==> config.mk <==
export PLATFORM = sky130hd
export DESIGN_NAME = operand_addr_reg
export DESIGN_NICKNAME = d
export VERILOG_FILES = /design/src/rtl/operand_addr_reg.sv
export SDC_FILE = /design/constraint.sdc
export NUM_CORES = 1
export LEC_CHECK = 0
export CORE_UTILIZATION = 30
export CTS_CLUSTER_SIZE = 24
export DETAILED_ROUTE_END_ITERATION = 6
export PLACE_DENSITY = 0.72
export SLEW_MARGIN = 10
export SYNTH_ARGS = -nofsm -noshare
export SYNTH_HDL_FRONTEND = slang
export SYNTH_SLANG_ARGS = --single-unit
==> constraint.sdc <==
create_clock -name clk -period 1.3 [get_ports clk]
set_input_delay 0.195 -clock clk [delete_from_list [all_inputs] [get_ports clk]]
set_output_delay 0.195 -clock clk [all_outputs]
set_load 0.03 [all_outputs]
==> src/rtl/operand_addr_reg.sv <==
// Registered operand-address unit: direct, PC-relative, post-increment and (optional) memory-indirect modes.
// Define OPERAND_ADDR_INDIRECT_EN to build the indirect mode and its FETCH state; otherwise mode 10 acts as direct.
module operand_addr_reg #(
  parameter int unsigned INSTR_W = 8,
  parameter int unsigned ADDR_W  = 4
) (
  input  logic               clk,
  input  logic               rst_n,
  input  logic               load_valid,
  output logic               load_ready,
  input  logic [INSTR_W-1:0] instruction,
  input  logic [1:0]         mode,
  input  logic [ADDR_W-1:0]  pc,
  input  logic               post_inc,
  output logic               mem_req,
  output logic [ADDR_W-1:0]  mem_raddr,
  input  logic               mem_rvalid,
  input  logic [ADDR_W-1:0]  mem_rdata,
  output logic [ADDR_W-1:0]  address,
  output logic               addr_valid
);

  localparam logic [1:0] MODE_REL = 2'b01;
  localparam logic [1:0] MODE_IND = 2'b10;
  localparam logic [1:0] MODE_INC = 2'b11;

  logic [ADDR_W-1:0] field;
  logic [ADDR_W-1:0] address_nxt;
  logic              addr_valid_nxt;
  logic              inc_armed;
  logic              inc_armed_nxt;

  assign field = instruction[ADDR_W-1:0];

  // Upper instruction bits carry opcode information that this unit does not decode.
`ifdef OPERAND_ADDR_INDIRECT_EN
  logic unused_ok;
  assign unused_ok = &{1'b0, instruction};
`else
  logic unused_ok;
  assign unused_ok = &{1'b0, instruction, mem_rvalid, mem_rdata};
`endif

  always_ff @(posedge clk or negedge rst_n) begin
    if (!rst_n) begin
      address    <= '0;
      addr_valid <= 1'b0;
      inc_armed  <= 1'b0;
    end else begin
      address    <= address_nxt;
      addr_valid <= addr_valid_nxt;
      inc_armed  <= inc_armed_nxt;
    end
  end

`ifdef OPERAND_ADDR_INDIRECT_EN
  typedef enum logic {IDLE = 1'b0, FETCH = 1'b1} state_t;

  state_t            state;
  state_t            state_nxt;
  logic              load_ready_nxt;
  logic              mem_req_nxt;
  logic [ADDR_W-1:0] mem_raddr_nxt;

  // Reset drops mem_req asynchronously so an in-flight read is abandoned.
  always_ff @(posedge clk or negedge rst_n) begin
    if (!rst_n) begin
      state      <= IDLE;
      load_ready <= 1'b1;
      mem_req    <= 1'b0;
      mem_raddr  <= '0;
    end else begin
      state      <= state_nxt;
      load_ready <= load_ready_nxt;
      mem_req    <= mem_req_nxt;
      mem_raddr  <= mem_raddr_nxt;
    end
  end

  always_comb begin
    state_nxt      = state;
    load_ready_nxt = load_ready;
    mem_req_nxt    = mem_req;
    mem_raddr_nxt  = mem_raddr;
    address_nxt    = address;
    addr_valid_nxt = addr_valid;
    inc_armed_nxt  = inc_armed;
    case (state)
      IDLE: begin
        if (load_valid && load_ready) begin
          inc_armed_nxt = (mode == MODE_INC);
          case (mode)
            MODE_REL: begin
              address_nxt    = pc + field;
              addr_valid_nxt = 1'b1;
            end
            MODE_IND: begin
              addr_valid_nxt = 1'b0;
              mem_raddr_nxt  = field;
              mem_req_nxt    = 1'b1;
              load_ready_nxt = 1'b0;
              state_nxt      = FETCH;
            end
            default: begin
              address_nxt    = field;
              addr_valid_nxt = 1'b1;
            end
          endcase
        end else if (post_inc && inc_armed && addr_valid) begin
          address_nxt = address + ADDR_W'(1);
        end
      end
      FETCH: begin
        if (mem_rvalid) begin
          address_nxt    = mem_rdata;
          addr_valid_nxt = 1'b1;
          mem_req_nxt    = 1'b0;
          load_ready_nxt = 1'b1;
          state_nxt      = IDLE;
        end
      end
      default: state_nxt = IDLE;
    endcase
  end
`else
  assign load_ready = 1'b1;
  assign mem_req    = 1'b0;
  assign mem_raddr  = '0;

  // Without the indirect path every accepted load resolves in one cycle.
  always_comb begin
    address_nxt    = address;
    addr_valid_nxt = addr_valid;
    inc_armed_nxt  = inc_armed;
    if (load_valid) begin
      inc_armed_nxt  = (mode == MODE_INC);
      addr_valid_nxt = 1'b1;
      if (mode == MODE_REL) begin
        address_nxt = pc + field;
      end else begin
        address_nxt = field;
      end
    end else if (post_inc && inc_armed && addr_valid) begin
      address_nxt = address + ADDR_W'(1);
    end
  end
`endif

endmodule
==> reports/metrics.cfg <==
[floorplan]
die-area_um2 = 1850
core-area_um2 = 1540
io_pins = 34
rows = 14
die_w_um = 43.1
start_util_pct = 32.8
die_h_um = 43.1

[pwr]
max-vdd-ir-drop_uv = 274
intPower_w = 0.000431
power.total_w = 0.000652
power_frac_comb_pct = 39.7
swShare_pct = 33.9
p_sw_w = 0.000221
power_leakage_nw = 0.340
power_frac_clock_pct = 25.5
seqPwrFrac_pct = 34.8
power_density_nw_per_um2 = 876

[yosys]
synth.area.top_cells = dfrtp_1 (30%), ha_1 (9.9%), buf_4 (8.9%)
syn-instance-count = 57
synth_edf_count = 0
synth_seq_cells = 6
yosysUniqueCellTypes = 26
synth_top_area_cell = dfrtp_1
yosys_warnings = 0
syn-cell-area_um2 = 505
synth_commonest_cells = a21oi_1 (6), buf_4 (6), dfrtp_1 (6), nor2_1 (5)
synth_area_per_cell_um2 = 8.87
synth_top_area_share_pct = 29.7
seq_area_frac_synth_pct = 29.7
synth-main-ff-cell = dfrtp_1
synthArstFlopShare_pct = 100

[clock_network]
root_buffer = clkbuf_4
cts_tree = done
cts_inserted_buffers = 3
clkSlewWorstSetupHoldPaths_ns = 0.05
cts_htree_levels = 1
clock_sinks = 6
postCtsSetupBuffers = 0
clk_latency_ns = 0.24
cts.path.max_buffers = 2
ctsHoldBuffers = 0

[routing]
avgRoutedWirePerCell_um = 9.91
via_per_inst = 4.61
first_pass_iters = 2
vias = 438
wirelength_um = 941
ant_nets = 0
drt_iter0_drc = 4
drc_errors = 0

[sta]
max_freq_mhz = 787
rsz0062_at_grt = yes
fin_skew_ns = 0.00307
slew_viol_final = 0
setup_ws_ns = 0.0302
post-route-period-util_pct = 97.7
setup_viol = 0
hold_viol = 0
min_period_ns = 1.27

[job]
drv_cap = 0

[run_status]
outcome = complete, no violations

[final_layout]
area_growth_pct = 47.3
diodes = 0
final_core_util_pct = 48.3
layout.cells.non_filler = 95
design_area_um2 = 744
nets = 109
final_layout_size_suffix_gt1_share_pct = 35.4

[worst_setup_path]
crit_type = primary input to register
cp_max_fo = 3
timing.rr.start = address[0]$_DFFE_PN0P_
r2r_end = address[1]$_DFFE_PN0P_
required_ns = 1.46
ff2ff_path_depth = 4
r2r_slack_ns = 0.08
critPathLaunchType = primary input
end_kind = register
arrival_ns = 1.43

[global_route]
grt_util_all_layers_pct = 11.2
grt_pass1_vias = 414
antenna_found_initial = 0
grt.overflow.total = 0
grt_pass1_wl_um = 1620
grt_max_degree = 8

[place]
dpl_cell_area_um2 = 722
gp_congestion = 0.684
io_buffer_count = 18
place_ws_ns = -0.606
dp.cells = 92
place_hpwl_um = 793

[hold_path]
hp-class = primary input to async pin

## state kept, by name (all words and copies together) (netlist names)
| register | flops |
|---|---|
| addr_valid | 1 |
| address | 4 |
| inc_armed | 1 |
## metal layers
metal  global-route usage, %  wire length [um]  up-vias
met2                    21.2               487       16
li1                        -                 -      228
met3                       0                42        0
met1                    12.9               410      194
met5                       0                 0        -
met4                    5.45                 0        0
## metrics by stage
step | TNS (ns) | hold WS, ns
floorplan | -0.00834 | -0.101
global placement | -1.62 | 0.445
detailed placement | -1.69 | 0.457
CTS | -0.122 | 0.196
global route | -0.0240 | 0.203
finish | 0 | 0.191
## cells by family (layout without fill, tap and decap cells)
logic type               Yosys count  after routing  synth area share (%)
AO/OA/AOI/OAI                     11             11                  12.6
XOR/XNOR                           3              3                  5.20
adder cells (fa/ha/maj)            5              5                  13.9
buffers and inverters             12             30                  14.8
flip-flops                         6              6                  29.7
multiplexers                       2              2                  4.21
other                              2              6                  1.49
AND/OR/NAND/NOR                   16             16                  18.1
## power groups by stage
stage	registers [W]	clock network (W)	logic, W
final	0.000227	0.000166	0.000259
after global routing	0.000231	0.000188	0.000288
after CTS	0.000227	0.000174	0.000256
after detailed placement	0.000231	0	0.000268
after global placement	0.000229	0	0.000263
after floorplan	0.000263	0	0.000136
## cells in the final DEF, fill, tap and decap left out, drive strengths merged
cell type and n:
buf 5, inv 4, dlygate4sd2 5, a21oi 6
nand4 1, clkbuf 9, o31ai 1, xnor2 2
o21a 1, fa 1, mux2 1, mux2i 1
or2 1, nand3 4, nor3 2, and3b 1
a31oi 1, xor2 1, conb 6, or4 1
dfrtp 6, o21ai 1, nor2 5, ha 4
clkdlybuf4s50 5, nand2b 1, dlymetal6s2s 2, a21boi 1
## cell type report
class | count | area (um2)
fillers | 160 | 797
flip-flops and latches | 6 | 153
clock buffers | 3 | 22.5
inverters | 4 | 15.0
well taps | 16 | 20.0
repair buffers | 23 | 186
multi-input cells | 43 | 348
## timing repair
item	in CTS	in global routing
resized for setup	17	16
endpoints found under the hold margin	0	0
gates cloned	0	0
pin swaps	6	7
endpoints found under the setup margin	8	3
## worst max-delay path: stages
cell	delay, ns
clkbuf_2	0.11
ha_4	0.29
nand3_2	0.09
and3b_1	0.18
or4_1	0.40
a31oi_1	0.16
## worst max path at each step
stage	slack [ns]	from	endpoint
floorplan	-0.008	instruction[2]	address[3]$_DFFE_PN0P_
global placement	-0.57	instruction[0]	address[2]$_DFFE_PN0P_
global route	-0.02	instruction[2]	address[3]$_DFFE_PN0P_
CTS	-0.12	instruction[2]	address[3]$_DFFE_PN0P_
detailed placement	-0.61	instruction[2]	address[3]$_DFFE_PN0P_
finish	0.03	instruction[2]	address[3]$_DFFE_PN0P_
Note: power is estimated with default switching activity, not from simulation.
==> edit 1 (same settings) <==
The parameter `ADDR_W` goes from 4 to 5.
--- a/src/rtl/operand_addr_reg.sv
+++ b/src/rtl/operand_addr_reg.sv
@@ -3,5 +3,5 @@
 module operand_addr_reg #(
   parameter int unsigned INSTR_W = 8,
-  parameter int unsigned ADDR_W  = 4
+  parameter int unsigned ADDR_W  = 5
 ) (
   input  logic               clk,
Interface: changed (resized address, mem_raddr, mem_rdata and pc); port bits go from 34 to 38. The function was not compared with the original's and may differ.
==> edit 1 against the unedited design <==
Worst setup slack lost 0.41 ns; final area grew 23%; power grew 21%; sequential cell count grew 1; count of clock-buffer cells in the layout grew 1; routed wire length grew 36%; the run now ends with negative setup slack left; hold slack gained 0.016 ns; critical endpoint is now address[4]$_DFFE_PN0P_; largest power group unchanged; die area grew 16%; non-clock buffer count grew 11; sequential power grew 14%; highest routed layer is now met4; area after synthesis grew 16%; core utilization grew 3.1 points; cell count grew 33%; largest cell class unchanged; combinational power grew 30%.
==> edit 1: results (changes against the unedited design) <==
Netlist cell types 28 (was 26); NetSw 0.000274 W (was 0.000221 W); Synth top cells by count buf_4, dfrtp_1, ha_1 (was a21oi_1, buf_4, dfrtp_1); Global Route Usage Sum 14.0% (was 11.2%); Vias/cell 4.44 (was 4.61); status finished with violations (was completed); leakage power 0.425 nW (was 0.340 nW); Worst Path Arrival 1.83 ns (was 1.43 ns); ratio of cells with drive above 1 in the final layout 32.7% (was 35.4%); crit path max fanout 2 (was 3); sequential fraction of the synthesis area 29.8% (was 29.7%); Final GP Congestion 0.663 (was 0.684); r2r endpoint address[4]$_DFFE_PN0P_ (was address[1]$_DFFE_PN0P_); Crit path largest cell delay 0.52 ns (was 0.40 ns); slack of the critical path -0.376 ns (was 0.0302 ns); DP Area 873 sq um (was 722 sq um); Detailed Place HPWL 999 um (was 793 um); r2r startpoint addr_valid$_DFFE_PN0P_ (was address[0]$_DFFE_PN0P_); Initial DRT Pass Iterations 3 (was 2); wire per inst 10.2 um (was 9.91 um); Setup-failing EPs final 1 (was 0); clk_skew 0.000876 ns (was 0.00307 ns); Area contributors post-synth dfrtp_1, ha_1, buf_4, xor2_1, o21a_1 (was dfrtp_1, ha_1, buf_4, a21oi_1, fa_1); Top Registers address x5, addr_valid x1, inc_armed x1 (was address x4, addr_valid x1, inc_armed x1); failing checks negative setup slack; drt first-iter violations 2 (was 4)
==> edit 1: logic make-up after synthesis <==
family	after synthesis	synth area share (%)
AOI/OAI and AO/OA	15	16.0
buffers and inverters	14	13.4
other	2	1.28
muxes	1	1.70
adders and majority gates	6	14.0
xor gates and xnor gates	6	8.94
DFF	7	29.8
and+or+nand+nor	17	14.9
==> edit 1: metal layers <==
metal | share of wire (%) | track usage, %
met2 | 52 | 23.9
met4 | 1.5 | 10.6
met5 | 0 | 0
met3 | 4.6 | 1.96
met1 | 42 | 15.4
==> edit 1: layout make-up <==
type | instances | area [sq um]
clock buffer | 4 | 26.3
inverter | 4 | 15.0
multi-input combinational | 52 | 389
timing repair buffer | 34 | 279
sequential | 7 | 176
tap | 25 | 31.3
fill | 174 | 866
==> edit 1: critical path, delay by kind of cell <==
| kind | cells | cell delay (ns) |
|---|---|---|
| simple gates | 2 | 0.57 |
| buf+inv | 2 | 0.15 |
| compound gates | 3 | 0.59 |
| fa+ha+maj | 2 | 0.34 |
==> edit 1: power groups by stage <==
stage	clock network (W)	logic, W	registers, W
2_1_floorplan	0	0.000152	0.000308
3_5_place_dp	0	0.000335	0.000264
3_3_place_gp	0	0.000326	0.000263
6_report	0.000195	0.000336	0.000259
5_1_grt	0.000216	0.000366	0.000262
4_1_cts	0.000204	0.000330	0.000260
==> edit 1: per-stage QoR <==
stage	setup TNS [ns]	cells
after floorplan	-0.376	73
after global placement	-2.69	119
after detailed placement	-2.86	119
after CTS	-0.490	125
after global routing	-0.408	126
final	-0.376	126
==> edit 1: timing repair <==
| action | in CTS | in global routing |
|---|---|---|
| pin swaps | 8 | 7 |
| setup endpoints to repair | 9 | 2 |
| resized for setup | 27 | 8 |
| buffers inserted | 2 | 1 |
| hold buffers | 0 | 0 |
==> edit 2 (same settings) <==
Without the edit above. `address` no longer has a reset.
--- a/src/rtl/operand_addr_reg.sv
+++ b/src/rtl/operand_addr_reg.sv
@@ -44,12 +44,14 @@
   always_ff @(posedge clk or negedge rst_n) begin
     if (!rst_n) begin
-      address    <= '0;
       addr_valid <= 1'b0;
       inc_armed  <= 1'b0;
     end else begin
-      address    <= address_nxt;
       addr_valid <= addr_valid_nxt;
       inc_armed  <= inc_armed_nxt;
     end
+  end
+
+  always_ff @(posedge clk) begin
+    address <= address_nxt;
   end
 
Function: changed (Yosys sat finds a counterexample within 4 cycles, from zero or initial values and one cycle with rst_n low).
==> edit 2 against the unedited design <==
The flow now finishes with violations (negative setup slack); final area is 7.2% higher; first-iteration DRC count is 50% lower; clock power is 20% higher; routed wire length is 21% higher; power is 9.1% higher; worst setup slack worse by 0.15 ns; area after synthesis is 0.74% lower; sequential cell count stayed put; via count is 1.6% higher; register-to-register slack hardly changed; critical endpoint is now address[3]$_DFFE_PP_; largest power group unchanged.
==> edit 2: results (changes against the unedited design) <==
post-synthesis adder-cell area fraction 14.0% (was 13.9%); GRT met1 Usage 14.2% (was 12.9%); Post-Syn Instances 51 (was 57); top layer in use met4 (was met3); Placed Instances 88 (was 92); WL met2 598 um (was 487 um); Area contributors post-synth edfxtp_1, dfrtp_1, ha_1, buf_4, fa_1 (was dfrtp_1, ha_1, buf_4, a21oi_1, fa_1); Worst-Skew Late Latency 0.26 ns (was 0.24 ns); Synth top cells by count buf_4, edfxtp_1, ha_1, inv_1 (was a21oi_1, buf_4, dfrtp_1); ratio of cells with drive above 1 in the final layout 38.0% (was 35.4%); vias in the first global route 457 (was 414); Worst Setup EP address[3]$_DFFE_PP_ (was address[3]$_DFFE_PN0P_); Most used DFF post-synth edfxtp_1 (was dfrtp_1); M1 WL 443 um (was 410 um); fin util 51.8% (was 48.3%); drt first-iter violations 2 (was 4); final hold slack 0.118 ns (was 0.191 ns); failing checks negative setup slack; Detailed Place HPWL 844 um (was 793 um); status finished with violations (was completed); wire per inst 11.9 um (was 9.91 um); Worst R2R Path Depth 2 (was 4); maximum vdd drop 534 uV (was 274 uV); Setup-failing EPs final 1 (was 0); Pwr Density 891 nW/um^2 (was 876 nW/um^2); FFs w/ async S/R, synth 33.3% (was 100%); final wirelength 1130 um (was 941 um); mux cell area share after synthesis 6.23% (was 4.21%); Post-synth EDFFs 4 (was 0); Initial DRT Pass Iterations 3 (was 2); slack of the critical path -0.117 ns (was 0.0302 ns); XOR/XNOR Fraction of Synth Area 5.24% (was 5.20%); DP Area 743 sq um (was 722 sq um); sequential fraction of the synthesis area 33.9% (was 29.7%); largest net degree at the start of global routing 7 (was 8); Global Route Usage Sum 13.7% (was 11.2%); Worst Path Arrival 1.53 ns (was 1.43 ns); met3 wire length 76 um (was 42 um); Comb pwr share 37.8% (was 39.7%); r2r startpoint address[0]$_DFFE_PP_ (was address[0]$_DFFE_PN0P_); GR Util met2 22.4% (was 21.2%); Crit path largest cell delay 0.51 ns (was 0.40 ns); compound-gate portion of the synthesized area 11.0% (was 12.6%); nets 108 (was 109); Netlist cell types 27 (was 26); fillers 142 (was 160); pre-CTS WS -0.669 ns (was -0.606 ns)
edit 2: cell types whose count changed in the layout (fill, tap and decap cells not counted), sizes merged, moves of 2 or more:
cell | unedited run | this run
a21oi | 6 | 3
buf | 5 | 15
clkbuf | 9 | 6
dfrtp | 6 | 2
edfxtp | 0 | 4
nor2 | 5 | 3
nor3 | 2 | 0
edit 2: what timing repair did:
item / 4_1_cts / 5_1_grt
resized for setup: 20 / 20
cloned: 0 / 0
hold buffers: 0 / 0
setup buffers: 1 / 2
endpoints found under the setup margin: 8 / 5
pin swaps: 4 / 5
edit 2: final cells by class:
type | instances | area share, %
Multi-Input combinational cell | 37 | 40.8
Timing Repair Buffer | 28 | 30.3
Sequential cell | 6 | 21.3
Clock buffer | 4 | 3.29
Tap cell | 16 | 2.51
Inverter | 4 | 1.88
